$ cat src/rtl/mag_window_stats.sv
// rtl/mag_window_stats.sv - moving-window average, peak scan and hysteresis alarm for magnitude samples
module mag_window_stats #(
  parameter int DEPTH      = 8,
  parameter int LOG2_DEPTH = 3,
  parameter int HYST       = 4
) (
  input  logic       clk,
  input  logic       rst_n,
  input  logic       clr,
  input  logic [7:0] mag_in,
  input  logic       mag_valid,
  output logic       mag_ready,
  input  logic [7:0] threshold,
  output logic [7:0] avg_out,
  output logic [7:0] peak_out,
  output logic       alarm,
  output logic       out_valid,
  output logic       win_full
);

  localparam int SW = 8 + LOG2_DEPTH;

  localparam logic [0:0] IDLE = 1'b0;
  localparam logic [0:0] SCAN = 1'b1;

  localparam logic [LOG2_DEPTH:0]   COUNT_FULL = (LOG2_DEPTH + 1)'(DEPTH);
  localparam logic [LOG2_DEPTH-1:0] SCAN_LAST  = LOG2_DEPTH'(DEPTH - 1);
  localparam logic [8:0]            HYST_W     = 9'(HYST);

  logic [7:0]            mem_q [DEPTH];
  logic [7:0]            mem_d [DEPTH];
  logic [SW-1:0]         sum_q, sum_d;
  logic [LOG2_DEPTH-1:0] wr_ptr_q, wr_ptr_d;
  logic [LOG2_DEPTH-1:0] scan_idx_q, scan_idx_d;
  logic [LOG2_DEPTH:0]   count_q, count_d;
  logic [0:0]            state_q, state_d;
  logic [7:0]            peak_acc_q, peak_acc_d;
  logic [7:0]            avg_q, avg_d;
  logic [7:0]            peak_q, peak_d;
  logic                  alarm_q, alarm_d;
  logic                  out_valid_q, out_valid_d;

  logic                  accept;
  logic [7:0]            scan_val;
  logic [7:0]            scan_max;
  logic [7:0]            avg_new;
  logic [7:0]            thr_lo;

  assign mag_ready = (state_q == IDLE) && !clr;
  assign accept    = mag_valid && mag_ready;
  assign avg_out   = avg_q;
  assign peak_out  = peak_q;
  assign alarm     = alarm_q;
  assign out_valid = out_valid_q;
  assign win_full  = (count_q == COUNT_FULL);

  // Scan datapath, window average and the saturated hysteresis release level
  always_comb begin
    scan_val = mem_q[scan_idx_q];
    scan_max = (scan_val > peak_acc_q) ? scan_val : peak_acc_q;
    // The sum is already updated with the new sample by the time the scan finishes
    avg_new  = sum_q[SW-1:LOG2_DEPTH];
    if ({1'b0, threshold} > HYST_W) begin
      thr_lo = threshold - HYST_W[7:0];
    end else begin
      thr_lo = 8'd0;
    end
  end

  // Next-state logic: clear, sample accept, and the peak scan with final update
  always_comb begin
    mem_d       = mem_q;
    sum_d       = sum_q;
    wr_ptr_d    = wr_ptr_q;
    scan_idx_d  = scan_idx_q;
    count_d     = count_q;
    state_d     = state_q;
    peak_acc_d  = peak_acc_q;
    avg_d       = avg_q;
    peak_d      = peak_q;
    alarm_d     = alarm_q;
    out_valid_d = 1'b0;

    if (clr) begin
      // Abandon any scan in progress; no result pulse for it
      for (int i = 0; i < DEPTH; i++) begin
        mem_d[i] = 8'd0;
      end
      sum_d      = '0;
      wr_ptr_d   = '0;
      scan_idx_d = '0;
      count_d    = '0;
      state_d    = IDLE;
      peak_acc_d = 8'd0;
      avg_d      = 8'd0;
      peak_d     = 8'd0;
      alarm_d    = 1'b0;
    end else begin
      case (state_q)
        IDLE: begin
          if (accept) begin
            // Running sum: drop the evicted slot, add the new sample
            sum_d            = sum_q - SW'(mem_q[wr_ptr_q]) + SW'(mag_in);
            mem_d[wr_ptr_q]  = mag_in;
            wr_ptr_d         = wr_ptr_q + 1'b1;
            if (count_q != COUNT_FULL) begin
              count_d = count_q + 1'b1;
            end
            scan_idx_d = '0;
            peak_acc_d = 8'd0;
            state_d    = SCAN;
          end
        end
        SCAN: begin
          peak_acc_d = scan_max;
          scan_idx_d = scan_idx_q + 1'b1;
          if (scan_idx_q == SCAN_LAST) begin
            // Final compare: publish all results together
            peak_d      = scan_max;
            avg_d       = avg_new;
            out_valid_d = 1'b1;
            state_d     = IDLE;
            if (avg_new >= threshold) begin
              alarm_d = 1'b1;
            end else if (avg_new < thr_lo) begin
              alarm_d = 1'b0;
            end
          end
        end
        default: begin
          state_d = IDLE;
        end
      endcase
    end
  end

  // State registers with asynchronous active-low reset
  always_ff @(posedge clk or negedge rst_n) begin
    if (!rst_n) begin
      for (int i = 0; i < DEPTH; i++) begin
        mem_q[i] <= 8'd0;
      end
      sum_q       <= '0;
      wr_ptr_q    <= '0;
      scan_idx_q  <= '0;
      count_q     <= '0;
      state_q     <= IDLE;
      peak_acc_q  <= 8'd0;
      avg_q       <= 8'd0;
      peak_q      <= 8'd0;
      alarm_q     <= 1'b0;
      out_valid_q <= 1'b0;
    end else begin
      for (int i = 0; i < DEPTH; i++) begin
        mem_q[i] <= mem_d[i];
      end
      sum_q       <= sum_d;
      wr_ptr_q    <= wr_ptr_d;
      scan_idx_q  <= scan_idx_d;
      count_q     <= count_d;
      state_q     <= state_d;
      peak_acc_q  <= peak_acc_d;
      avg_q       <= avg_d;
      peak_q      <= peak_d;
      alarm_q     <= alarm_d;
      out_valid_q <= out_valid_d;
    end
  end

endmodule
$ cat config.mk
export PLATFORM = sky130hd
export DESIGN_NAME = mag_window_stats
export DESIGN_NICKNAME = d
export VERILOG_FILES = /design/src/rtl/mag_window_stats.sv
export SDC_FILE = /design/constraint.sdc
export NUM_CORES = 1
export LEC_CHECK = 0
export CAP_MARGIN = 25
export CELL_PAD_IN_SITES_DETAIL_PLACEMENT = 1
export CELL_PAD_IN_SITES_GLOBAL_PLACEMENT = 2
export CORE_ASPECT_RATIO = 1.75
export CORE_MARGIN = 5
export CORE_UTILIZATION = 30
export CTS_BUF_LIST = sky130_fd_sc_hd__clkbuf_8
export DETAILED_ROUTE_END_ITERATION = 6
export GPL_ROUTABILITY_DRIVEN = 0
export HOLD_SLACK_MARGIN = 0.05
export PLACE_DENSITY_LB_ADDON = 0.1
export SYNTH_ARGS = -nofsm -noshare
export SYNTH_HDL_FRONTEND = slang
export SYNTH_SLANG_ARGS = --single-unit
$ cat constraint.sdc
create_clock -name clk -period 3.4 [get_ports clk]
set_input_delay 0.51 -clock clk [delete_from_list [all_inputs] [get_ports clk]]
set_output_delay 0.51 -clock clk [all_outputs]
set_load 0.1 [all_outputs]
[Word-level counts from Yosys, hierarchy flattened]
Index checks and enable logic that the tools add are counted.
Widths: inputs -> output; s select.
Storage, ports and cells
  register bits: 112
  bits in latches: 0
  bits in writable memories: 0
  memory bits (read-only): 0
  input bits: 20
  output and inout bits: 20
  memories kept: 0
Operators by class
  add/sub/neg operators: 6
  $mul: 0
  divide/modulo/power cells: 0
  $lt $le $gt $ge: 7
  equal/unequal tests: 5
  shift-type cells: 0
  muxes and demuxes: 48
  bitwise logic cells: 3
  reduce and logical (&&, ||, !) cells: 13
Operators by type and width (number)
  $mux 64: 3
  $mux 8: 15
  $bwmux 64: 1
  $bmux 8 s3: 2
  $mux 11: 3
  $demux 8 s3: 1
  $mux 4: 4
  $pmux 8 s2: 1
  $mux 3: 5
  $add 11x8->11: 1
  $mux 1: 11
  $sub 11x8->11: 1
  $ge 4x4->1 const B: 2
  $ge 8x8->1: 1
  $gt 8x3->1 const B: 1
  $gt 8x8->1: 1
  $lt 8x8->1: 1
  $not 3->4: 2
  $reduce_bool 2->1: 4
  $sub 8x3->8 const B: 1
  $add 3x1->3 const B: 2
  $pmux 3 s2: 1
  $reduce_and 3->1: 2
  $add 4x1->4 const B: 1
  other kinds (12): 15

[Longest topological paths before layout]
  depth after elaboration: 9
  gate-level depth with buffers: 15

[Worst setup path before layout]
No wires, ideal clock.
  path kind: reg2reg
  start point: register wr_ptr_q[1]
  end point: register sum_q[10]
  setup time: 0.125 ns
  arrival: 3.577 ns
  required time: 3.275 ns
  slack: -0.302 ns
  stages on the path, launching flop included: 12
  buffers on the path: 2
  clock period less this slack: 3.702 ns
  cell sequence: dfrtp_1 > buf_2 > buf_2 > mux4_2 > mux2_2 > fa_1 > fa_1 > nand2b_1 > a21oi_1 > nor4_1 > a211oi_1 > mux2_2
Between the ends
  cells in the longest elaborated chain, start to end: 9
RTL lines
  start, declared: line 33  | logic [LOG2_DEPTH-1:0] wr_ptr_q, wr_ptr_d;
  start signal, assigned: line 158  | wr_ptr_q <= wr_ptr_d;
  $not 3->4 (not written as such): line 103  | sum_d = sum_q - SW'(mem_q[wr_ptr_q]) + SW'(mag_in);
  $bmux 8 s3: line 103
  $mux 8 (not written as such) (2 in series): line 103
  $sub 11x8->11: line 103
  $add 11x8->11: line 103
  $mux 11: line 101  | if (accept) begin
  $mux 11: line 99  | case (state_q)
  $mux 11: line 84  | if (clr) begin
  end signal, assigned: line 157  | sum_q <= sum_d;
  end, declared: line 32  | logic [SW-1:0] sum_q, sum_d;
Every way passes these cells. The select of a mux whose other input is x is not followed.
A chain may end at the register's enable or synchronous reset.

[Worst setup path after layout]
  start point: register wr_ptr_q[1]
  end point: register sum_q[9]
Same word-level chain as after synthesis.

==> impl_metrics.json <==
{
  "outcome": "finished with violations",
  "violations": "negative setup slack",
  "insertion_delay_ns": 0.45,
  "placedInstanceArea_um2": 8330,
  "dr.first_iter.drc_count": 296,
  "htree_levels": 3,
  "drive_above_1_share": 0.205,
  "routed_wl_um": 24900,
  "die_x_um": 128,
  "drv_slew": 0,
  "vias": 6106,
  "fin_cells": 1138,
  "synth_top_family_by_area": "compound AO/OA/AOI/OAI gates",
  "numPortBuffers": 39,
  "cp_max_fo": 5,
  "synth-compound-area-share": 0.153,
  "coreArea_um2": 23900,
  "synthXorXnorAreaFrac": 0.0120,
  "power_switching_share": 0.385,
  "wl_per_cell_um": 21.9,
  "netlist_area_um2": 7280,
  "skew_ns": 0.0254,
  "grt_overflow_total": 0,
  "dp_cells": 1115,
  "grt_pass1_wl_um": 39100,
  "startpoint": "wr_ptr_q[1]$_DFFE_PN0P_",
  "fillers": 2733,
  "synth.area.mux_share": 0.143,
  "async_flop_share": 1.00,
  "fin_nets": 894,
  "die_area_um2": 27600,
  "final_util": 0.368,
  "slew_headroom": 0.341,
  "fp.dieH_um": 216,
  "max_freq_ghz": 0.293,
  "hpwl_um": 18800,
  "switchingPower_mw": 1.70,
  "worstReg2RegStart": "wr_ptr_q[1]$_DFFE_PN0P_",
  "period_minus_slack_ns": 3.41,
  "synth_edf_count": 0,
  "synth_adder_area_share": 0.0924,
  "rsz0062_at_grt": "true",
  "hold_path.class": "input port to asynchronous set/reset pin",
  "syn_area_per_cell_um2": 9.61,
  "synthSimpleGateAreaFrac": 0.153,
  "yosysWarnings": 0,
  "cts_tree": "yes",
  "postLayoutSetupSlackWorst_ns": -0.0148,
  "final_area_um2": 8810,
  "cts-root-buf": "clkbuf_8",
  "critPathRequiredTime_ns": 3.77,
  "power_density_nw_per_um2": 502,
  "ios": 40,
  "pwr-share-clk": 0.228,
  "fin_tns_setup_ns": -0.0210,
  "drt_pre_antenna_iters": 4,
  "clockBufferDepth": 2,
  "post-route-period-util": 1.00,
  "synthCells": 758,
  "cap_viol_max_count": 0,
  "numCtsBuffers": 9,
  "drc": 0,
  "cellInternalPower_mw": 2.72,
  "netlist-cell-type-count": 67,
  "cts.sinks": 112,
  "worst-setup-path-type": "flop to flop",
  "grt_pass1_vias": 6725,
  "grt_usage": 0.185,
  "clk_pin_slew_ns": 0.13,
  "p_seq_frac": 0.332,
  "ctsHoldBuffers": 0,
  "syn_to_final_growth_pct": 20.9,
  "tightest_slew_ns": 0.985,
  "synth_nets": 827,
  "initial_core_util": 0.304,
  "row_count": 75,
  "antenna_cells": 0,
  "cp-start-kind": "flop",
  "crit_arrival_ns": 3.79,
  "synth_flop_cell": "dfrtp_1",
  "grt_max_degree": 96,
  "cp-end-kind": "flop",
  "dp_slack_ns": -0.113,
  "hold_viol_final": 0,
  "ant_nets": 0,
  "pwr-share-comb": 0.440,
  "power.leakage_nw": 3.84,
  "yosysSeqAreaShare": 0.385,
  "finalSetupViolCount": 2,
  "synth_seq_cells": 112,
  "antenna_found_initial": 0,
  "ir_worst_vdd_mv": 0.179,
  "via_per_inst": 5.37
}
cell type report:
cell class	count	area, µm²	share of cell area
well taps	308	385	0.0438
flip-flops and latches	112	2800	0.318
repair buffers	110	992	0.113
multi-input cells	539	4190	0.476
clock inverters	5	87.6	0.00994
clock buffers	11	151	0.0172
inverters	53	199	0.0226
critical path, cell delays in order, from the launching register on:
cell	delay (ns)
dfrtp_1	0.44
buf_12	0.14
buf_12	0.11
mux4_2	0.50
mux2_4	0.29
fa_2	0.57
inv_1	0.06
ha_1	0.28
a21o_1	0.20
a21boi_0	0.18
o21bai_1	0.15
o2111a_1	0.26
nor3_1	0.19
power by group through the flow:
stage	clock, mW	combinational, mW	sequential, mW
floorplan	0	1.13	1.47
global placement	0	1.73	1.49
detailed placement	0	1.79	1.50
CTS	1.05	1.83	1.47
global route	1.10	2.13	1.48
finish	1.01	1.94	1.47
timing repair:
action                                  4_1_cts  5_1_grt
endpoints found under the hold margin         0        0
gates cloned                                  0        0
setup buffers                                 1        6
gates resized for setup                       9       25
endpoints found under the setup margin        3        7
pin swaps                                     4       15
Yosys cell counts (all sizes together), types with 5 or more instances:
library cell | number | area, µm²
ha | 41 | 513
a211oi | 5 | 50.1
mux4 | 26 | 604
dfrtp | 112 | 2800
nand3 | 57 | 290
nand2b | 9 | 56.3
xnor2 | 5 | 43.8
mux2 | 18 | 229
nor3b | 6 | 45.0
nand2 | 101 | 379
nand4 | 5 | 31.3
xor2 | 5 | 43.8
buf | 18 | 115
o211ai | 9 | 103
o221ai | 8 | 70.1
fa | 8 | 160
a21oi | 77 | 397
mux2i | 21 | 210
nor2b | 7 | 43.8
nor2 | 45 | 171
inv | 53 | 199
clkbuf | 36 | 135
o21ai | 34 | 170
a21o | 9 | 67.6
final timing paths:
path	end	slack, ns	cells after the start
setup / recovery	sum_q[9]$_DFFE_PN0P_	-0.01	12
hold / removal	sum_q[0]$_DFFE_PN0P_	0.10	1
setup reg to reg	sum_q[9]$_DFFE_PN0P_	-0.01	12
hold reg to reg	avg_out[5]$_DFFE_PN0P_	0.49	2
max in group asynchronous	mem_q[40]$_DFFE_PN0P_	2.45	2
min in group clk	sum_q[8]$_DFFE_PN0P_	0.48	4
metrics by stage:
| stage | hold WS [ns] | power [mW] |
|---|---|---|
| final | 0.102 | 4.42 |
| after global routing | 0.159 | 4.71 |
| after CTS | 0.114 | 4.34 |
| after detailed placement | 0.473 | 3.28 |
| after global placement | 0.469 | 3.22 |
| after floorplan | 0.214 | 2.60 |
layer usage:
metal / share of wire / vias up / GRT usage
met1: 0.38 / 3139 / 0.205
met5: 0 / - / 0
met3: 0.026 / 46 / 0.0291
li1: - / 2814 / -
met4: 0.044 / 0 / 0.0977
met2: 0.55 / 107 / 0.333
state kept, by name, indices dropped and copies added (netlist names):
| register | count |
|---|---|
| peak_acc_q | 8 |
| count_q | 4 |
| scan_idx_q | 3 |
| sum_q | 11 |
| mem_q | 64 |
| out_valid | 1 |
| avg_out | 8 |
| peak_out | 8 |
| alarm | 1 |
| wr_ptr_q | 3 |
| state_q | 1 |
cell families (layout without fill, tap and decap cells):
kind of cell,Yosys count,after routing
AOI/OAI and AO/OA,171,171
xor gates and xnor gates,10,10
adders and majority gates,49,49
buffers and inverters,107,179
DFF,112,112
muxes,65,65
and+or+nand+nor,244,244
cells in the final DEF (no fill, tap or decap), types with 4 or more instances in the layout:
master,instances
o211ai_2,7
nand4_1,5
o21ai_1,16
o21ai_0,17
a21o_1,9
nand3_1,56
xnor2_1,5
nor2b_1,6
nor3b_1,6
clkdlybuf4s50_1,35
ha_4,4
mux4_2,21
xor2_1,4
a21oi_1,72
mux2i_1,21
clkbuf_8,11
mux4_1,5
nand2b_1,8
mux2_2,6
mux2_4,12
inv_2,4
buf_4,66
fa_1,6
ha_1,36
nand2_1,101
o221ai_1,7
dfrtp_1,111
nor2_1,43
inv_1,49
buf_12,4
Note: power is estimated with default switching activity, not from simulation.
